==> src/rtl/al422_frame_writer.sv <==
// AL422 write-side controller: each sof-framed stream is written from FIFO address 0.
// Optional mid-frame idle abort is enabled by defining WRITER_TIMEOUT_EN.
module al422_frame_writer #(
    parameter int PIXEL_COUNT     = 64,
    parameter int BYTES_PER_PIXEL = 3,
    parameter int WRST_CYCLES     = 4,
    parameter int TIMEOUT_CYCLES  = 1024
) (
    input  logic       in_clk,
    input  logic       in_nrst,
    input  logic [7:0] s_data,
    input  logic       s_sof,
    input  logic       s_valid,
    output logic       s_ready,
    output logic [7:0] al422_data_out,
    output logic       al422_wck_out,
    output logic       al422_nwe_out,
    output logic       al422_nwrst_out,
    output logic       frame_done,
    output logic       frame_error
);

    localparam int FRAME_BYTES = PIXEL_COUNT * BYTES_PER_PIXEL;
    localparam int CW = (FRAME_BYTES > 1) ? $clog2(FRAME_BYTES) : 1;
    localparam int WW = $clog2(2 * WRST_CYCLES);
    localparam logic [CW-1:0] CNT_LAST = CW'(FRAME_BYTES - 1);
    localparam logic [WW-1:0] WRST_LAST = WW'(2 * WRST_CYCLES - 1);

    typedef enum logic [1:0] {
        S_IDLE,
        S_WRST,
        S_WRITE
    } state_e;

    state_e state_q, state_d;
    logic [7:0] hold_q, hold_d;
    logic hfull_q, hfull_d;
    logic [CW-1:0] cnt_q, cnt_d;
    logic [WW-1:0] wcnt_q, wcnt_d;
    logic pa_q, pa_d;
    logic pb_q, pb_d;
    logic armed_q, armed_d;
    logic [7:0] data_q, data_d;
    logic wck_q, wck_d;
    logic nwe_q, nwe_d;
    logic nwrst_q, nwrst_d;
    logic done_q, done_d;
    logic err_q, err_d;
    logic last;
    logic acc;

`ifdef WRITER_TIMEOUT_EN
    localparam int TW = $clog2(TIMEOUT_CYCLES + 1);
    localparam logic [TW-1:0] TMO_LAST = TW'(TIMEOUT_CYCLES - 1);
    logic [TW-1:0] idle_q, idle_d;
`else
    logic unused_tmo;
    assign unused_tmo = (TIMEOUT_CYCLES != 0);
`endif

    assign last = (cnt_q == CNT_LAST);
    assign acc  = s_valid & s_ready;

    // The final phase B refuses data so the next byte must be a fresh sof.
    always_comb begin
        unique case (state_q)
            S_IDLE:  s_ready = armed_q;
            S_WRITE: s_ready = (!hfull_q || pb_q) && !(pb_q && last);
            default: s_ready = 1'b0;
        endcase
    end

    always_comb begin
        state_d = state_q;
        hold_d  = hold_q;
        hfull_d = hfull_q;
        cnt_d   = cnt_q;
        wcnt_d  = wcnt_q;
        pa_d    = pa_q;
        pb_d    = pb_q;
        armed_d = 1'b1;
        data_d  = data_q;
        wck_d   = wck_q;
        nwe_d   = nwe_q;
        nwrst_d = nwrst_q;
        done_d  = 1'b0;
        err_d   = 1'b0;
`ifdef WRITER_TIMEOUT_EN
        idle_d  = idle_q;
`endif
        unique case (state_q)
            S_IDLE: begin
                if (acc && s_sof) begin
                    hold_d  = s_data;
                    hfull_d = 1'b1;
                    state_d = S_WRST;
                    cnt_d   = '0;
                    wcnt_d  = '0;
                    wck_d   = 1'b0;
                    nwe_d   = 1'b1;
                    nwrst_d = 1'b0;
                end
            end
            S_WRST: begin
                wcnt_d = wcnt_q + 1'b1;
                wck_d  = ~wck_q;
`ifdef WRITER_TIMEOUT_EN
                idle_d = '0;
`endif
                if (wcnt_q == WRST_LAST) begin
                    state_d = S_WRITE;
                    nwrst_d = 1'b1;
                    wck_d   = 1'b0;
                    pa_d    = 1'b1;
                    nwe_d   = 1'b0;
                    data_d  = hold_q;
                end
            end
            S_WRITE: begin
                if (pa_q) begin
                    pa_d  = 1'b0;
                    pb_d  = 1'b1;
                    wck_d = 1'b1;
                end else begin
                    if (pb_q) hfull_d = 1'b0;
                    if (acc) begin
                        hold_d  = s_data;
                        hfull_d = 1'b1;
                    end
                    pb_d = 1'b0;
                    if (pb_q && last) begin
                        state_d = S_IDLE;
                        done_d  = 1'b1;
                        wck_d   = 1'b0;
                        nwe_d   = 1'b1;
                    end else if (acc && s_sof) begin
                        err_d   = 1'b1;
                        state_d = S_WRST;
                        cnt_d   = '0;
                        wcnt_d  = '0;
                        wck_d   = 1'b0;
                        nwe_d   = 1'b1;
                        nwrst_d = 1'b0;
                    end else begin
                        if (pb_q) cnt_d = cnt_q + 1'b1;
                        wck_d = 1'b0;
                        if (hfull_d) begin
                            pa_d   = 1'b1;
                            nwe_d  = 1'b0;
                            data_d = hold_d;
                        end else begin
                            nwe_d = 1'b1;
                        end
`ifdef WRITER_TIMEOUT_EN
                        if (acc || pb_q) begin
                            idle_d = '0;
                        end else if (!hfull_q) begin
                            if (idle_q == TMO_LAST) begin
                                err_d   = 1'b1;
                                state_d = S_IDLE;
                                nwe_d   = 1'b1;
                                idle_d  = '0;
                            end else begin
                                idle_d = idle_q + 1'b1;
                            end
                        end
`endif
                    end
                end
            end
            default: state_d = S_IDLE;
        endcase
    end

    always_ff @(posedge in_clk or negedge in_nrst) begin
        if (!in_nrst) begin
            state_q <= S_IDLE;
            hold_q  <= '0;
            hfull_q <= 1'b0;
            cnt_q   <= '0;
            wcnt_q  <= '0;
            pa_q    <= 1'b0;
            pb_q    <= 1'b0;
            armed_q <= 1'b0;
            data_q  <= '0;
            wck_q   <= 1'b0;
            nwe_q   <= 1'b1;
            nwrst_q <= 1'b1;
            done_q  <= 1'b0;
            err_q   <= 1'b0;
`ifdef WRITER_TIMEOUT_EN
            idle_q  <= '0;
`endif
        end else begin
            state_q <= state_d;
            hold_q  <= hold_d;
            hfull_q <= hfull_d;
            cnt_q   <= cnt_d;
            wcnt_q  <= wcnt_d;
            pa_q    <= pa_d;
            pb_q    <= pb_d;
            armed_q <= armed_d;
            data_q  <= data_d;
            wck_q   <= wck_d;
            nwe_q   <= nwe_d;
            nwrst_q <= nwrst_d;
            done_q  <= done_d;
            err_q   <= err_d;
`ifdef WRITER_TIMEOUT_EN
            idle_q  <= idle_d;
`endif
        end
    end

    assign al422_data_out  = data_q;
    assign al422_wck_out   = wck_q;
    assign al422_nwe_out   = nwe_q;
    assign al422_nwrst_out = nwrst_q;
    assign frame_done      = done_q;
    assign frame_error     = err_q;

endmodule

==> config.mk <==
export PLATFORM = sky130hd
export DESIGN_NAME = al422_frame_writer
export DESIGN_NICKNAME = d
export VERILOG_FILES = /design/src/rtl/al422_frame_writer.sv
export SDC_FILE = /design/constraint.sdc
export NUM_CORES = 1
export LEC_CHECK = 0
export ABC_AREA = 1
export BUFFER_PORTS_ARGS = -buffer_cell sky130_fd_sc_hd__buf_4
export CAP_MARGIN = 25
export CORE_MARGIN = 2
export CORE_UTILIZATION = 50
export CTS_CLUSTER_SIZE = 24
export DETAILED_ROUTE_END_ITERATION = 10
export GPL_TIMING_DRIVEN = 0
export PLACE_DENSITY_LB_ADDON = 0.3
export SLEW_MARGIN = 10
export SYNTH_ARGS = -nofsm -noshare
export SYNTH_HDL_FRONTEND = slang
export SYNTH_SLANG_ARGS = --single-unit
==> constraint.sdc <==
create_clock -name in_clk -period 2 [get_ports in_clk]
set_clock_uncertainty 0.15 [all_clocks]
set_input_delay 0.1 -clock in_clk [delete_from_list [all_inputs] [get_ports in_clk]]
set_output_delay 0.1 -clock in_clk [all_outputs]
set_load 0.02 [all_outputs]
=== Yosys cells after proc, flatten, opt, wreduce, memory -nomap -nowiden ===
Cells that the tools add are included.

* Add/sub/neg operators: 2
* Multipliers: 0
* Div/mod/pow operators: 0
* Magnitude comparators: 0
* Equal/unequal tests: 11
* Shifts and indexed selects: 0
* Multiplexer cells: 60
* Bitwise logic cells: 2
* Reduce and logical (&&, ||, !) cells: 19

{| class="wikitable"
|+ Operators by type and width
! kind !! count
|-
| 2-to-1 mux 8 bit || 13
|-
| case mux 8 bit (2 select lines) || 3
|-
| 2-to-1 mux 1 bit || 29
|-
| != test 2 bit (second input constant) || 6
|-
| 2-to-1 mux 3 bit || 3
|-
| case mux 1 bit (3 select lines) || 3
|-
| case mux 3 bit (3 select lines) || 1
|-
| adder 8 x 1 -> 8 bit (second input constant) || 1
|-
| == test 8 bit (second input constant) || 1
|-
| 2-to-1 mux 2 bit || 4
|-
| AND reduction 4 bit || 2
|-
| case mux 1 bit (2 select lines) || 3
|-
| case mux 2 bit (3 select lines) || 1
|-
| AND reduction 2 bit || 3
|-
| AND reduction 3 bit || 2
|-
| AND reduction 6 bit || 1
|-
| AND reduction 5 bit || 1
|-
| nonzero test 2 bit || 2
|-
| adder 3 x 1 -> 3 bit (second input constant) || 1
|-
| == test 3 bit (second input constant) || 1
|-
| logical AND 1 bit || 3
|-
| != test 3 bit (second input constant) || 1
|-
| nonzero test 3 bit || 1
|-
| == test 2 x 1 -> 1 bit (second input constant) || 1
|-
| 6 further kinds || 7
|}

* Bits in registers: 38
* Bits in latches: 0
* RAM bits: 0
* Memory bits (read-only): 0
* Output and inout bits: 14
* Word-level logic and storage cells: 108
* Memories kept: 0

=== Longest topological paths before layout ===
* Depth after elaboration: 14
* Gate-level depth with buffers: 14
* Depth with buffers taken out: 12

=== Worst setup path before layout ===
Ideal clock, no wire load.

* Path type: register to register
* Start point: register state_q[0]
* End point: register hfull_q
* Setup time: 0.117 ns
* Arrival time: 1.783 ns
* Slack: -0.049 ns
* Stages on the path, launching flop included: 13
* Period minus slack after synthesis: 2.049 ns
* Cells stage by stage: dfrtp_1 > inv_1 > ha_1 > buf_6 > inv_4 > a21oi_4 > nand2_2 > nand2_4 > nand3_4 > a21oi_4 > nand2_4 > nand2_1 > nand2_1

* Word-level cells in the longest chain between the ends: 8

{| class="wikitable"
|+ Ends and longest elaborated chain
! item !! line !! text
|-
| from (decl) || 35 || <nowiki>state_e state_q, state_d;</nowiki>
|-
| from (signal assigned) || 195 || <nowiki>state_q <= state_d;</nowiki>
|-
| == test 2 bit or zero test 2 bit (tied branches) || 66, 91 ||
|-
| case mux 1 bit (2 select lines) || 66 || <nowiki>unique case (state_q)</nowiki>
|-
| bitwise AND 1 bit || 62 || <nowiki>assign acc = s_valid & s_ready;</nowiki>
|-
| 2-to-1 mux 1 bit || 126 || <nowiki>if (acc) begin</nowiki>
|-
| 2-to-1 mux 1 bit || 120 || <nowiki>if (pa_q) begin</nowiki>
|-
| 2-to-1 mux 1 bit || 91 || <nowiki>unique case (state_q)</nowiki>
|-
| 2-to-1 mux 1 bit || 120 ||
|-
| case mux 1 bit (2 select lines) || 91 ||
|-
| to (signal assigned) || 197 || <nowiki>hfull_q <= hfull_d;</nowiki>
|-
| to (decl) || 37 || <nowiki>logic hfull_q, hfull_d;</nowiki>
|}

Several ways; a longest one is shown, not always the timed one. The select of a mux whose other input is x is not followed.
A chain may end at the register's enable or synchronous reset.

=== Final worst setup path ===
* Start point: register state_q[0]
* End point: register data_q[3] (netlist: al422_data_out[3])

* Word-level cells in the longest chain between the ends: 9

{| class="wikitable"
|+ Ends and longest elaborated chain
! item !! line !! text
|-
| == test 2 bit or zero test 2 bit (tied branches) || 66, 91 ||
|-
| case mux 1 bit (2 select lines) || 66 ||
|-
| bitwise AND 1 bit || 62 ||
|-
| 2-to-1 mux 8 bit || 126 ||
|-
| 2-to-1 mux 8 bit || 147 || <nowiki>if (hfull_d) begin</nowiki>
|-
| 2-to-1 mux 8 bit || 136 || <nowiki>end else if (acc && s_sof) begin</nowiki>
|-
| 2-to-1 mux 8 bit || 131 || <nowiki>if (pb_q && last) begin</nowiki>
|-
| 2-to-1 mux 8 bit || 120 ||
|-
| case mux 8 bit (2 select lines) || 91 ||
|-
| to (signal assigned) || 203 || <nowiki>data_q <= data_d;</nowiki>
|-
| to (decl) || 43 || <nowiki>logic [7:0] data_q, data_d;</nowiki>
|}

Several ways; a longest one is shown, not always the timed one. The select of a mux whose other input is x is not followed.

==> results.txt <==
Status: complete, but fails checks
Failing checks: setup timing
Hold path depth: 3
F_max: 0.487 GHz
Max Cap Viol: 0
Site Rows: 24
Slew Limit Fails: 0
Most common cell after layout, fill and taps aside: nand2_1
Maximum VDD drop: 1.05 mV
Cell Area, Placed: 0.00253 sq mm
Die W: 71.3 um
Crit path capture type: register
Io pins: 26
Combinational power share: 57.9%
Synth Register Bits: 38
Starting DRT DRC Count: 241
Min cycle time layout: 2.05 ns
Switching power summed over all nets: 2150 uW
Max stage delay cell, worst path: dfrtp_1
Num CTS Buffers: 5
Setup TNS: -0.565 ns
CTS HTree Levels: 2
Inst Count DP: 378
Final WL: 7.09 mm
Power Density: 1480 mW/mm^2
Relative slew slack: 65.5%
GRT overflow: 0
Vias after detailed routing: 2414
Hold Path Origin: s_valid
Sink Count: 38
WS Path Type: reg -> reg
Register area share after synthesis: 42.1%
Worst-Margin Slew: 0.518 ns
First-pass GRT wire length: 9.42 mm
Switching fraction of total power: 44.6%
Fin. Hold Viols: 0
Die H: 71.3 um
Net count after synthesis: 321
Max stage delay on crit path: 0.41 ns
Vias in the first global route: 2060
Clock power frac: 17.2%
Worst path top cell family by delay: simple AND/OR/NAND/NOR gates
Fill cells: 272
Final Cell Area: 0.00325 sq mm
Hold Crit Class: in -> reg
Die Footprint: 0.00508 sq mm
Path depth of the worst reg2reg path: 13
Setup violations, final: 24
Largest net degree at the start of global routing: 39
Worst setup margin: -0.0535 ns
Worst skew pair latency: 0.30 ns
Crit-path max FO: 8
Part of the power in registers: 24.9%
Via density: 5.58
Synth unique cells: 30
Per-cell routed wire length: 16.4 um
Drt pass-1 iters: 5
Unrepaired setup endpoints after global routing: true
Initial antenna violation count: 0
Worst R2R End: al422_data_out[3]
CP cell instances: inv_2, ha_4, inv_8, a21oi_4, nand2_2, nand2_4, buf_8, nand2_8, nand2_8, nand2_4, a21oi_4, nand2_1, nand2_1
Syn-to-layout area delta: 43.6%
Total track usage: 23.4%
Yosys Warn Count: 0
Buf/Inv on CP: 3
Syn_area_per_cell: 7.49 sq um
CTS tree: yes
Layout cells sized above 1: 32.0%
Core area: 0.00435 sq mm
Top post-synthesis cells by area: dfrtp_1 40%, nand2_1 23%, nand3_1 5.1%
Startpoint types: register
P_leak: 0.00172 uW
WHS: 0.103 ns
CP Data Required Time: 2.09 ns
Clock buffer depth: 2
Dominant cell type by area after synthesis: dfrtp_1
R2r startpoint: state_q[0]
Gate Count Post-Synth: 302
Gpl congestion: 0.850
Buffers on Ports: 24
Final period utilization: 103%
Initial Utilization: 52.0%
Post-synth top area share: 39.8%
N_diodes: 0
Final core utilization: 74.6%
HPWL after DPL: 3.27 mm
Worst hold endpoint: frame_error
Root Buffer: clkbuf_8
Nets: 399
Fin cells: 433
Register area: 955 sq um
Setup slack, reg-to-reg: -0.05 ns
Final ANT Viol Nets: 0
Residual DRC: 0
Clock transition at path regs: 0.08 ns
Most frequent cells in the layout: 126 x nand2_1, 57 x buf_4, 35 x dfrtp_1, 21 x inv_1, 21 x nand3_1
Netlist Area Pre-Place: 0.00226 sq mm
Internal power: 2670 uW
WP data arrival: 2.15 ns
Area of the multi-input gates: 0.00138 sq mm
==> layout make-up <==
type | instances | share of cell area [%]
multi-input combinational | 236 | 42.5
clock buffer | 6 | 2.54
buffer | 3 | 0.809
tap | 52 | 2.00
sequential | 38 | 29.4
inverter | 27 | 3.35
clock inverter | 2 | 1.85
timing repair buffer | 69 | 17.6
==> what timing repair did <==
item	CTS	global route
setup buffers	15	20
endpoints found under the setup margin	33	34
endpoints found under the hold margin	47	0
cloned	1	3
hold buffers	10	0
resized for setup	15	28
pin swaps	5	18
==> state kept, by name, summed over array words and instances, names as in the netlist <==
register and flops:
pb_q 1, pa_q 1, al422_wck_out 1, cnt_q 8, frame_done 1, frame_error 1, al422_data_out 8, wcnt_q 3
al422_nwe_out 1, armed_q 1, state_q 2, al422_nwrst_out 1, hold_q 8, hfull_q 1
==> power by group through the flow <==
stage	combinational [uW]	clock (uW)	sequential [uW]
3_5_place_dp	1870	0	1190
4_1_cts	2150	834	1180
6_report	2790	832	1200
3_3_place_gp	1820	0	1190
5_1_grt	2990	865	1230
2_1_floorplan	1280	0	1270
==> cell families after synthesis <==
kind of cell               count (synthesis)  share of synthesized area [%]
adders and majority gates                  7                           3.87
xor gates and xnor gates                   5                           1.94
AOI/OAI and AO/OA                         18                           6.19
DFF                                       38                           42.1
other                                      1                          0.166
and+or+nand+nor                          201                           39.4
buffers and inverters                     32                           6.25
==> cell usage after synthesis <==
cell type	n
a21boi_1	1
a21o_1	1
a21oi_1	3
a21oi_4	4
buf_4	1
buf_6	2
clkbuf_1	2
conb_1	1
dfrtp_1	36
dfstp_2	2
ha_1	7
inv_1	25
inv_2	1
inv_4	1
nand2_1	138
nand2_2	3
nand2_4	5
nand3_1	23
nand3_2	1
nand3_4	1
nand3b_1	8
nor2_1	18
nor2_2	1
nor2_4	1
nor3_1	1
o21ai_0	8
o21ai_1	1
or2_2	1
xnor2_1	1
xor2_1	4
==> worst register-to-register path, delay by kind of cell, from the launching register on <==
family | cells | cell delay, ns
simple gates | 7 | 0.63
flops | 1 | 0.41
compound gates | 2 | 0.37
buf+inv | 3 | 0.26
fa+ha+maj | 1 | 0.20
==> per-stage QoR <==
| stage | setup slack, ns | total power (uW) |
|---|---|---|
| floorplan | -0.0363 | 2550 |
| global placement | -0.256 | 3010 |
| detailed placement | -0.313 | 3060 |
| CTS | 0.00736 | 4150 |
| global route | -0.142 | 5090 |
| finish | -0.0535 | 4820 |
==> per-layer routing <==
metal | up-vias | GRT usage (%) | share of wire, %
met5 | - | 0 | 0
met4 | 0 | 11.3 | 3.5
met3 | 32 | 4.22 | 7.8
met2 | 135 | 36.8 | 50
met1 | 1137 | 31.5 | 39
li1 | 1110 | - | -
==> how the worst max path moves through the flow <==
stage                           from                 to  slack (ns)  cells after the start
after floorplan           state_q[0]            hfull_q       -0.04                     12
after global placement    state_q[0]          hold_q[5]       -0.26                     12
after detailed placement  state_q[0]          hold_q[3]       -0.31                     12
after CTS                 state_q[0]  al422_data_out[3]       0.007                     13
after global routing        cnt_q[0]  al422_data_out[7]       -0.14                     13
final                     state_q[0]  al422_data_out[3]       -0.05                     13
(Power assumes the default switching activity.)
